## src/rtl/ack_responder_pkg.sv

```systemverilog
// Shared types and widths for the four-phase acknowledge responder.
package ack_responder_pkg;

  localparam int unsigned ADDR_W = 2;
  localparam int unsigned DATA_W = 8;
  localparam int unsigned CNT_W  = 4;

  // Handshake progress: waiting for a request, counting down the delay, acknowledging.
  typedef enum logic [1:0] {
    IDLE = 2'b00,
    WAIT = 2'b01,
    ACK  = 2'b10
  } state_t;

  // True when a request targets this responder.
  function automatic logic addr_match(input logic [ADDR_W-1:0] req_addr,
                                      input logic [ADDR_W-1:0] my_addr);
    return (req_addr == my_addr);
  endfunction

endpackage

```

## src/rtl/ack_delay_ctr.sv

```systemverilog
// Down-counter that times the gap between request acceptance and acknowledge.
module ack_delay_ctr
  import ack_responder_pkg::*;
(
  input  logic             clk,
  input  logic             rst,
  input  logic             load,
  input  logic [CNT_W-1:0] load_val,
  input  logic             dec,
  output logic             zero
);

  logic [CNT_W-1:0] count_r;

  // Load on acceptance, otherwise count down and stop at zero.
  always_ff @(posedge clk) begin
    if (rst) begin
      count_r <= {CNT_W{1'b0}};
    end else if (load) begin
      count_r <= load_val;
    end else if (dec && (count_r != {CNT_W{1'b0}})) begin
      count_r <= count_r - {{(CNT_W-1){1'b0}}, 1'b1};
    end else begin
      count_r <= count_r;
    end
  end

  assign zero = (count_r == {CNT_W{1'b0}});

endmodule

```

## src/rtl/ack_responder.sv

```systemverilog
// Four-phase handshake responder: accepts an addressed request, acknowledges
// ACK_DELAY cycles later, reports payload, aborts and completed transfers.
module ack_responder
  import ack_responder_pkg::*;
#(
  parameter int unsigned ACK_DELAY = 2
)
(
  input  logic              CLK_IN,
  input  logic              RST_IN,
  input  logic              REQ_IN,
  input  logic [ADDR_W-1:0] MY_ADDR_IN,
  input  logic [ADDR_W-1:0] REQ_ADDR_IN,
  input  logic [DATA_W-1:0] REQ_DATA_IN,
  output logic              ACK_OUT,
  output logic [DATA_W-1:0] DATA_OUT,
  output logic              DATA_VALID_OUT,
  output logic              BUSY_OUT,
  output logic              ERR_OUT,
  output logic [7:0]        XFER_COUNT_OUT
);

  // The acceptance edge itself counts as the first delay cycle.
  localparam logic [CNT_W-1:0] LOAD_VAL = CNT_W'(ACK_DELAY - 1);

  state_t            state_r;
  logic              armed_r;
  logic [DATA_W-1:0] cap_data_r;
  logic              ack_r;
  logic [DATA_W-1:0] data_r;
  logic              dv_r;
  logic              err_r;
  logic              busy_r;
  logic [7:0]        xfer_cnt_r;

  logic              accept_s;
  logic              ctr_dec_s;
  logic              ctr_zero_s;

  // Decode acceptance and counter stepping from the current state and request.
  always_comb begin
    accept_s  = 1'b0;
    ctr_dec_s = 1'b0;
    if ((state_r == IDLE) && armed_r && REQ_IN && addr_match(REQ_ADDR_IN, MY_ADDR_IN)) begin
      accept_s = 1'b1;
    end else begin
      accept_s = 1'b0;
    end
    if ((state_r == WAIT) && REQ_IN && !ctr_zero_s) begin
      ctr_dec_s = 1'b1;
    end else begin
      ctr_dec_s = 1'b0;
    end
  end

  ack_delay_ctr u_delay_ctr (
    .clk      (CLK_IN),
    .rst      (RST_IN),
    .load     (accept_s),
    .load_val (LOAD_VAL),
    .dec      (ctr_dec_s),
    .zero     (ctr_zero_s)
  );

  // A request is only honoured once REQ_IN has been seen low since reset,
  // so a request left high across reset is never mistaken for a new one.
  always_ff @(posedge CLK_IN) begin
    if (RST_IN) begin
      armed_r <= 1'b0;
    end else if (!REQ_IN) begin
      armed_r <= 1'b1;
    end else begin
      armed_r <= armed_r;
    end
  end

  // Handshake state machine with registered outputs.
  always_ff @(posedge CLK_IN) begin
    if (RST_IN) begin
      state_r    <= IDLE;
      cap_data_r <= {DATA_W{1'b0}};
      ack_r      <= 1'b0;
      data_r     <= {DATA_W{1'b0}};
      dv_r       <= 1'b0;
      err_r      <= 1'b0;
      busy_r     <= 1'b0;
      xfer_cnt_r <= 8'h00;
    end else begin
      dv_r  <= 1'b0;
      err_r <= 1'b0;
      case (state_r)
        IDLE: begin
          if (accept_s) begin
            cap_data_r <= REQ_DATA_IN;
            state_r    <= WAIT;
            busy_r     <= 1'b1;
          end else begin
            state_r    <= IDLE;
          end
        end
        WAIT: begin
          if (!REQ_IN) begin
            state_r <= IDLE;
            busy_r  <= 1'b0;
            err_r   <= 1'b1;
          end else if (ctr_zero_s) begin
            state_r    <= ACK;
            ack_r      <= 1'b1;
            data_r     <= cap_data_r;
            dv_r       <= 1'b1;
            xfer_cnt_r <= xfer_cnt_r + 8'd1;
          end else begin
            state_r <= WAIT;
          end
        end
        ACK: begin
          if (!REQ_IN) begin
            state_r <= IDLE;
            ack_r   <= 1'b0;
            busy_r  <= 1'b0;
          end else begin
            state_r <= ACK;
          end
        end
        default: begin
          state_r <= IDLE;
          ack_r   <= 1'b0;
          busy_r  <= 1'b0;
        end
      endcase
    end
  end

  assign ACK_OUT        = ack_r;
  assign DATA_OUT       = data_r;
  assign DATA_VALID_OUT = dv_r;
  assign BUSY_OUT       = busy_r;
  assign ERR_OUT        = err_r;
  assign XFER_COUNT_OUT = xfer_cnt_r;

endmodule

```

## config.mk

```make
export PLATFORM = sky130hd
export DESIGN_NAME = ack_responder
export DESIGN_NICKNAME = d
export VERILOG_FILES = /design/src/rtl/ack_responder_pkg.sv /design/src/rtl/ack_delay_ctr.sv /design/src/rtl/ack_responder.sv
export SDC_FILE = /design/constraint.sdc
export NUM_CORES = 1
export LEC_CHECK = 0
export ABC_CLOCK_PERIOD_IN_PS = 1720
export CORE_MARGIN = 2
export CORE_UTILIZATION = 30
export DETAILED_ROUTE_END_ITERATION = 7
export REMOVE_ABC_BUFFERS = 1
export SETUP_SLACK_MARGIN = 0.15
export SYNTH_ARGS = -nofsm -noshare
export SYNTH_HDL_FRONTEND = slang
export SYNTH_SLANG_ARGS = --single-unit
export TNS_END_PERCENT = 1
```

## constraint.sdc

```tcl
create_clock -name CLK_IN -period 1.72 [get_ports CLK_IN]
set_clock_uncertainty 0.15 [all_clocks]
set_input_delay 0.172 -clock CLK_IN [delete_from_list [all_inputs] [get_ports CLK_IN]]
set_output_delay 0.172 -clock CLK_IN [all_outputs]
set_load 0.05 [all_outputs]
```

==> key figures, run 1 <==
Drt
  – Routed Antenna Nets: 0
  – Detail-routed via count per cell: 4.84
  – Avg WL per Cell: 12.6 um
  – Vias: 1,472
  – Post-route DRC: 0
  – Pre-Repair DR Iteration Count: 4
  – Initial DRC Count: 39
  – Post-Route WL: 3.83 mm

Synthesis
  – Netlist cell types: 39
  – Synth area leader: dfxtp_1
  – Post-synth top area share: 43.3%
  – Synthesized flop and latch total: 35
  – Largest cells by area after synthesis: dfxtp_1 43%, ha_1 4.6%, a21oi_1 4.0%, nand3_1 4.0%, o21ai_0 3.7%
  – Seq/Total Area, Yosys: 43.3%
  – Cell Area, Synth: 1620 um^2
  – Cells after Synth: 179
  – Yosys warning count: 0
  – Mean Syn Cell Area: 9.04 um^2

Place
  – Final HPWL DP: 2.67 mm
  – Place WS: -0.205 ns
  – PortBufs: 34
  – GPL Wtd Cong: 0.808
  – Placed cells: 296

Floorplanning
  – Initial Util: 31.5%
  – # IOs: 35
  – Die area: 6000 um^2
  – Site Rows: 26
  – Height of the die: 77.4 um
  – Die Width: 77.4 um
  – Core Area: 5140 um^2

Worst setup path
  – Worst Path Max Fanout: 4
  – Worst path max stage delay: 0.41 ns
  – Critical path buffer and inverter count: 1
  – Worst setup SP type: flip-flop
  – WP depth: 5
  – Crit Path Category: reg -> reg
  – CP arrival: 1.74 ns
  – CP delay by family, top: simple AND/OR/NAND/NOR gates
  – CP endpoint kind: flip-flop
  – Slowest-stage cell, CP: or3b_4
  – Critical Path, Cell by Cell: inv_2 > ha_4 > or3b_4 > or3_4 > a21oi_2
  – CP required: 1.80 ns
  – Reg2reg path depth: 5

Global routing
  – GR Layer Usage met1: 17.2%
  – Largest net degree at the start of global routing: 19
  – Initial antenna violation count: 0
  – GRT busiest layer: met2
  – Vias in the first global route: 1,370
  – First-pass GRT wire length: 6.35 mm
  – All-Layer GR Usage: 13.2%
  – M2 GR Usage: 21.0%
  – Met3 GRT Util: 3.14%
  – Overflow after GRT: 0

Outcome
  – Outcome: finished clean

Clock network
  – CTS root buf: clkbuf_8
  – Post-CTS setup buffers: 0
  – # hold bufs at CTS: 0
  – TritonCTS buffer count: 5
  – CTS tree: done
  – Sink Count: 35
  – H-tree Lvls: 2
  – Clock-pin slew on the worst setup and hold paths: 0.07 ns
  – Clock Path Buffers: 2
  – Insertion delay to the later sink of the worst-skew pair: 0.28 ns

Timing
  – Final min period: 1.66 ns
  – Pins Over Slew Limit: 0
  – Crit share post-route: 96.5%
  – Normalized max-slew margin: 70.5%
  – Worst-Margin Slew: 0.441 ns
  – RSZ-0062 raised after global routing: yes
  – Max Fclk: 0.603 GHz
  – Hold slack: 0.294 ns
  – Final WS setup: 0.0605 ns
  – Setup-failing EPs final: 0
  – Final hold violations: 0
  – Setup TNS: 0 ns

Pwr
  – Total Power: 1.57 mW
  – Pwr dens: 646 nW/um^2
  – Worst VDD drop: 0.000406 V
  – Leak pwr: 0.910 nW

Layout
  – ANT cells: 0
  – Share of cells above drive strength 1: 41.0%
  – P&R area growth vs syn: 50.2%
  – Fin cells: 304
  – Final nets: 254

Flow run
  – Max Cap Viol: 0

Worst hold path
  – HP Class: in -> reg
  – Hold Path Cell Cnt: 3
## worst reg2reg max path, delay by kind of cell (launching register included)
family | cells | cell delay, ns
buf+inv | 1 | 0.07
fa+ha+maj | 1 | 0.16
compound gates | 1 | 0.11
flops | 1 | 0.32
simple gates | 2 | 0.79
## area by class of cell
type                       count  area, um^2
timing repair buffer          57         507
fill                         530        2710
clock inverter                 1        5.00
inverter                       7        31.3
tap                           70        87.6
multi-input combinational    127        1010
sequential                    35         708
clock buffer                   7        76.3
## cells by family after synthesis
logic type | synth area share, %
multiplexers | 5.95
AO/OA/AOI/OAI | 15.4
adder cells (fa/ha/maj) | 4.64
AND/OR/NAND/NOR | 25.1
buffers and inverters | 4.49
flip-flops | 43.3
XOR/XNOR | 1.08
## where the power goes
| part | switching [mW] | leakage [nW] | internal, mW |
|---|---|---|---|
| Sequential | 0.00667 | 0.285 | 0.818 |
| Clock | 0.280 | 0.0422 | 0.284 |
| Combinational | 0.0883 | 0.583 | 0.0931 |
| Total | 0.375 | 0.910 | 1.20 |
## sequential cells by signal, indices dropped and copies added, names as in the netlist
name                 count
armed_r                  1
ERR_OUT                  1
BUSY_OUT                 1
DATA_OUT                 8
XFER_COUNT_OUT           8
DATA_VALID_OUT           1
ACK_OUT                  1
state_r                  2
u_delay_ctr.count_r      4
cap_data_r               8
## path summary, 6_finish.rpt
check / start / to / slack (ns)
setup / recovery: u_delay_ctr.count_r[0] / XFER_COUNT_OUT[0] / 0.06
hold / removal: REQ_DATA_IN[2] / cap_data_r[2] / 0.29
setup reg to reg: u_delay_ctr.count_r[0] / XFER_COUNT_OUT[0] / 0.06
hold reg to reg: cap_data_r[2] / cap_data_r[2] / 0.31
## per-stage QoR
step | utilization (%) | instance area, um^2
2_1_floorplan | - | 1570
3_3_place_gp | 41.8 | 2150
3_5_place_dp | 41.8 | 2150
4_1_cts | 45.2 | 2320
5_1_grt | 47.3 | 2430
6_report | 47.3 | 2430
## synth_stat cells, drive strengths merged
cell type  instances
ha                 6
nand2b             4
nand2             14
o31ai              1
mux2               5
dfxtp             35
a31oi              2
nor2              10
or3                3
o21a               1
xor2               2
nor4               9
a2111oi            1
nand3             14
nand4              2
nor2b              5
nor3b              2
a21boi             1
or3b               2
clkbuf             5
a31o               4
or2                1
buf                5
nor3               1
or4                2
mux2i              4
a21oi             13
a211oi             3
and2               2
o221a              1
inv                7
o21ai             12
## layer usage
layer | share of wire, % | vias up
met3 | 4.5 | 8
met5 | 0 | -
li1 | - | 752
met4 | 1.8 | 0
met2 | 45 | 30
met1 | 48 | 682
## what timing repair did
| action | in CTS | in global routing |
|---|---|---|
| endpoints found under the hold margin | 0 | 0 |
| endpoints found under the setup margin | 32 | 32 |
| resized for setup | 20 | 39 |
| cloned | 0 | 0 |
| pin swaps | 3 | 25 |
## placed cells by master, fill, tap and decap left out, types with 3 or more instances in the layout
cell / count
dfxtp_2: 3
clkdlybuf4s50_1: 14
nand2_1: 13
nor4_1: 4
nor4_2: 5
inv_1: 3
clkbuf_8: 5
a21oi_1: 10
nor2b_1: 5
mux2_2: 4
buf_4: 37
o21ai_2: 8
buf_6: 3
a21oi_2: 3
nor2_1: 10
or3_4: 3
dfxtp_1: 31
ha_1: 3
nand3_1: 12
nand2b_1: 4
ha_4: 3
mux2i_1: 4
(Power assumes the default switching activity.)
==> run 2: changes to the inputs <==
CORE_ASPECT_RATIO = 0.9   (was default)
SYNTH_HIERARCHICAL = 1   (was default)
==> run 2 against run 1 <==
Effect of this change: the run now ends with setup timing left; final cell count increased by 0.66%; critical path depth grew 3; via count shrank 3.9%; total power rose by 2.1%; maximum frequency fell by 14%; cell area is 4.7% lower; clock-buffer cell count down 1; setup slack worse by 0.28 ns; combinational power decreased by 3%.
==> key figures, run 2 <==
Outcome
  – Outcome: complete, but fails checks
  – Violated checks: setup timing

Layout
  – Share of cells above drive strength 1: 35.3%
  – P&R area growth vs syn: 50.9%
  – Final Util: 47.3%
  – ANT cells: 0
  – Fin cells: 306
  – Commonest non-fill, non-tap cell in the layout: buf_4
  – Commonest cells after routing, fill and taps aside: 46 x buf_4, 40 x nand2_1, 32 x dfxtp_1, 14 x clkdlybuf4s50_1, 11 x a21oi_1
  – Final Cell Area: 2310 um^2
  – Final nets: 262

Worst setup path
  – CP arrival: 1.96 ns
  – CP endpoint kind: flip-flop
  – R2r endpoint: XFER_COUNT_OUT[5]
  – Worst path max stage delay: 0.39 ns
  – CP required: 1.74 ns
  – Worst Path Max Fanout: 9
  – Flop2flop setup slack: -0.22 ns
  – Reg2reg path depth: 8
  – Crit Path Category: reg -> reg
  – Critical Path, Cell by Cell: inv_2 > ha_4 > or3b_4 > inv_4 > nand3_4 > buf_4 > o31ai_2 > a21oi_2
  – Slowest-stage cell, CP: or3b_4
  – Worst setup SP type: flip-flop
  – Worst r2r src: u_delay_ctr/count_r[1]

Global routing
  – Largest net degree at the start of global routing: 18
  – First-pass GRT wire length: 5.70 mm
  – Initial antenna violation count: 0
  – Vias in the first global route: 1,269
  – All-Layer GR Usage: 12.8%
  – Overflow after GRT: 0

Synthesis
  – Synthesized flop and latch total: 35
  – Seq/Total Area, Yosys: 45.7%
  – Synth area leader: dfxtp_1
  – Synth async-reset ratio: 0%
  – Number of flops mapped to enable cells by yosys: 0
  – Mean Syn Cell Area: 8.72 um^2
  – Post-synth top cells: 40 x nand2_1, 35 x dfxtp_1, 17 x a21oi_1
  – Cells after Synth: 176
  – Top FF cell, synth: dfxtp_1
  – Cell Area, Synth: 1530 um^2
  – Post-synth top area share: 45.7%
  – Largest cells by area after synthesis: dfxtp_1 46%, nand2_1 9.8%, mux2i_1 5.9%, a21oi_1 5.5%, ha_1 4.9%
  – Most common cell in the synthesized netlist: nand2_1
  – Yosys warning count: 6
  – Netlist cell types: 36

Timing
  – Max Fclk: 0.516 GHz
  – Final min period: 1.94 ns
  – Crit share post-route: 113%
  – Pins Over Slew Limit: 0
  – Setup-failing EPs final: 21
  – Final hold violations: 0
  – RSZ-0062 raised after global routing: yes
  – Final WS setup: -0.219 ns
  – Setup TNS: -2.11 ns
  – Hold slack: 0.289 ns

Drt
  – Vias: 1,414
  – Post-route DRC: 0
  – Routed Antenna Nets: 0
  – Detail-routed via count per cell: 4.62
  – Avg WL per Cell: 11.8 um
  – Pre-Repair DR Iteration Count: 7
  – Initial DRC Count: 35
  – Post-Route WL: 3.62 mm

Clock network
  – Post-CTS setup buffers: 0
  – Clock-pin slew on the worst setup and hold paths: 0.07 ns
  – CTS tree: done
  – Insertion delay to the later sink of the worst-skew pair: 0.29 ns
  – Clock Path Buffers: 2
  – CTS root buf: clkbuf_8
  – TritonCTS buffer count: 5
  – H-tree Lvls: 2
  – Sink Count: 35

Worst hold path
  – Hold wc startpoint: REQ_DATA_IN[5]
  – Hold Path Cell Cnt: 3
  – Hold EP: cap_data_r[5]
  – HP Class: in -> reg

Floorplanning
  – Die area: 5700 um^2
  – Site Rows: 24
  – Core Area: 4890 um^2
  – Die Width: 79.4 um
  – Height of the die: 71.8 um
  – # IOs: 35
  – Initial Util: 31.3%

Place
  – PortBufs: 34
  – GPL Wtd Cong: 0.728
  – Final HPWL DP: 2.49 mm
  – Place WS: -0.300 ns
  – Placed cells: 299
  – Area post-placement: 2100 um^2

Pwr
  – Leak pwr: 0.878 nW
  – Worst VDD drop: 0.000551 V
  – Total Power: 1.60 mW
  – Pwr dens: 692 nW/um^2

Flow run
  – Max Cap Viol: 0
## run 2: cell count changes in the layout (fill, tap and decap cells not counted), sizes merged, moves of 3 or more
cell,change
nor3,+3
nand2,+26
conb,+4
a21oi,+4
nand2b,-4
nor2b,-5
mux2,-5
a31o,-4
nor4,-8
buf,+6
nand3,-10
o21ai,-9
mux2i,+5
## run 2: kinds of logic after synthesis
family | count (synthesis) | synth area share (%)
AOI/OAI and AO/OA | 32 | 14.2
adders and majority gates | 6 | 4.89
xor gates and xnor gates | 4 | 2.28
buffers and inverters | 16 | 4.49
muxes | 9 | 5.87
DFF | 35 | 45.7
other | 2 | 0.490
and+or+nand+nor | 72 | 22.1
## run 2: final cells by class
cell class                      instances  area, um^2
Timing Repair Buffer                   63         527
Inverter                                9        36.3
Clock buffer                            6        82.6
Clock inverter                          1        5.00
Fill cell                             480        2580
Multi-Input combinational cell        127         878
Sequential cell                        35         704
Tap cell                               65        81.3
## run 2: power breakdown
part,switching [mW],internal (mW)
logic,0.0863,0.0897
registers,0.00698,0.822
clock network,0.284,0.314
## run 2: how the worst max path moves through the flow
stage                                 startpoint                      to  slack [ns]  cells after the start
after floorplan                       state_r[0]  u_delay_ctr/count_r[1]       -0.98                      6
after global placement    u_delay_ctr/count_r[0]       XFER_COUNT_OUT[7]       -0.26                      7
after CTS                 u_delay_ctr/count_r[0]       XFER_COUNT_OUT[5]       -0.18                      7
after global routing      u_delay_ctr/count_r[1]       XFER_COUNT_OUT[5]       -0.29                      8
final                     u_delay_ctr/count_r[1]       XFER_COUNT_OUT[5]       -0.22                      8
after detailed placement  u_delay_ctr/count_r[0]       XFER_COUNT_OUT[5]       -0.30                      7
## run 2: timing repair
item | CTS | global route
endpoints found under the setup margin | 32 | 32
pin swaps | 12 | 3
hold buffers | 0 | 0
resized for setup | 10 | 24
## run 2: critical path: cells and delay by family (launching register included)
kind / cells / cell delay [ns]
AND/OR/NAND/NOR: 2 / 0.48
adder cells (fa/ha/maj): 1 / 0.13
flip-flops: 1 / 0.32
AO/OA/AOI/OAI: 2 / 0.39
buffers and inverters: 3 / 0.35
## run 2: routing by layer
layer | part of all wire, % | vias up | track usage (%)
met5 | 0 | - | 0
met1 | 48 | 641 | 17.0
met3 | 4.9 | 8 | 3.90
met2 | 45 | 40 | 19.3
met4 | 2.0 | 0 | 5.75
li1 | - | 725 | -
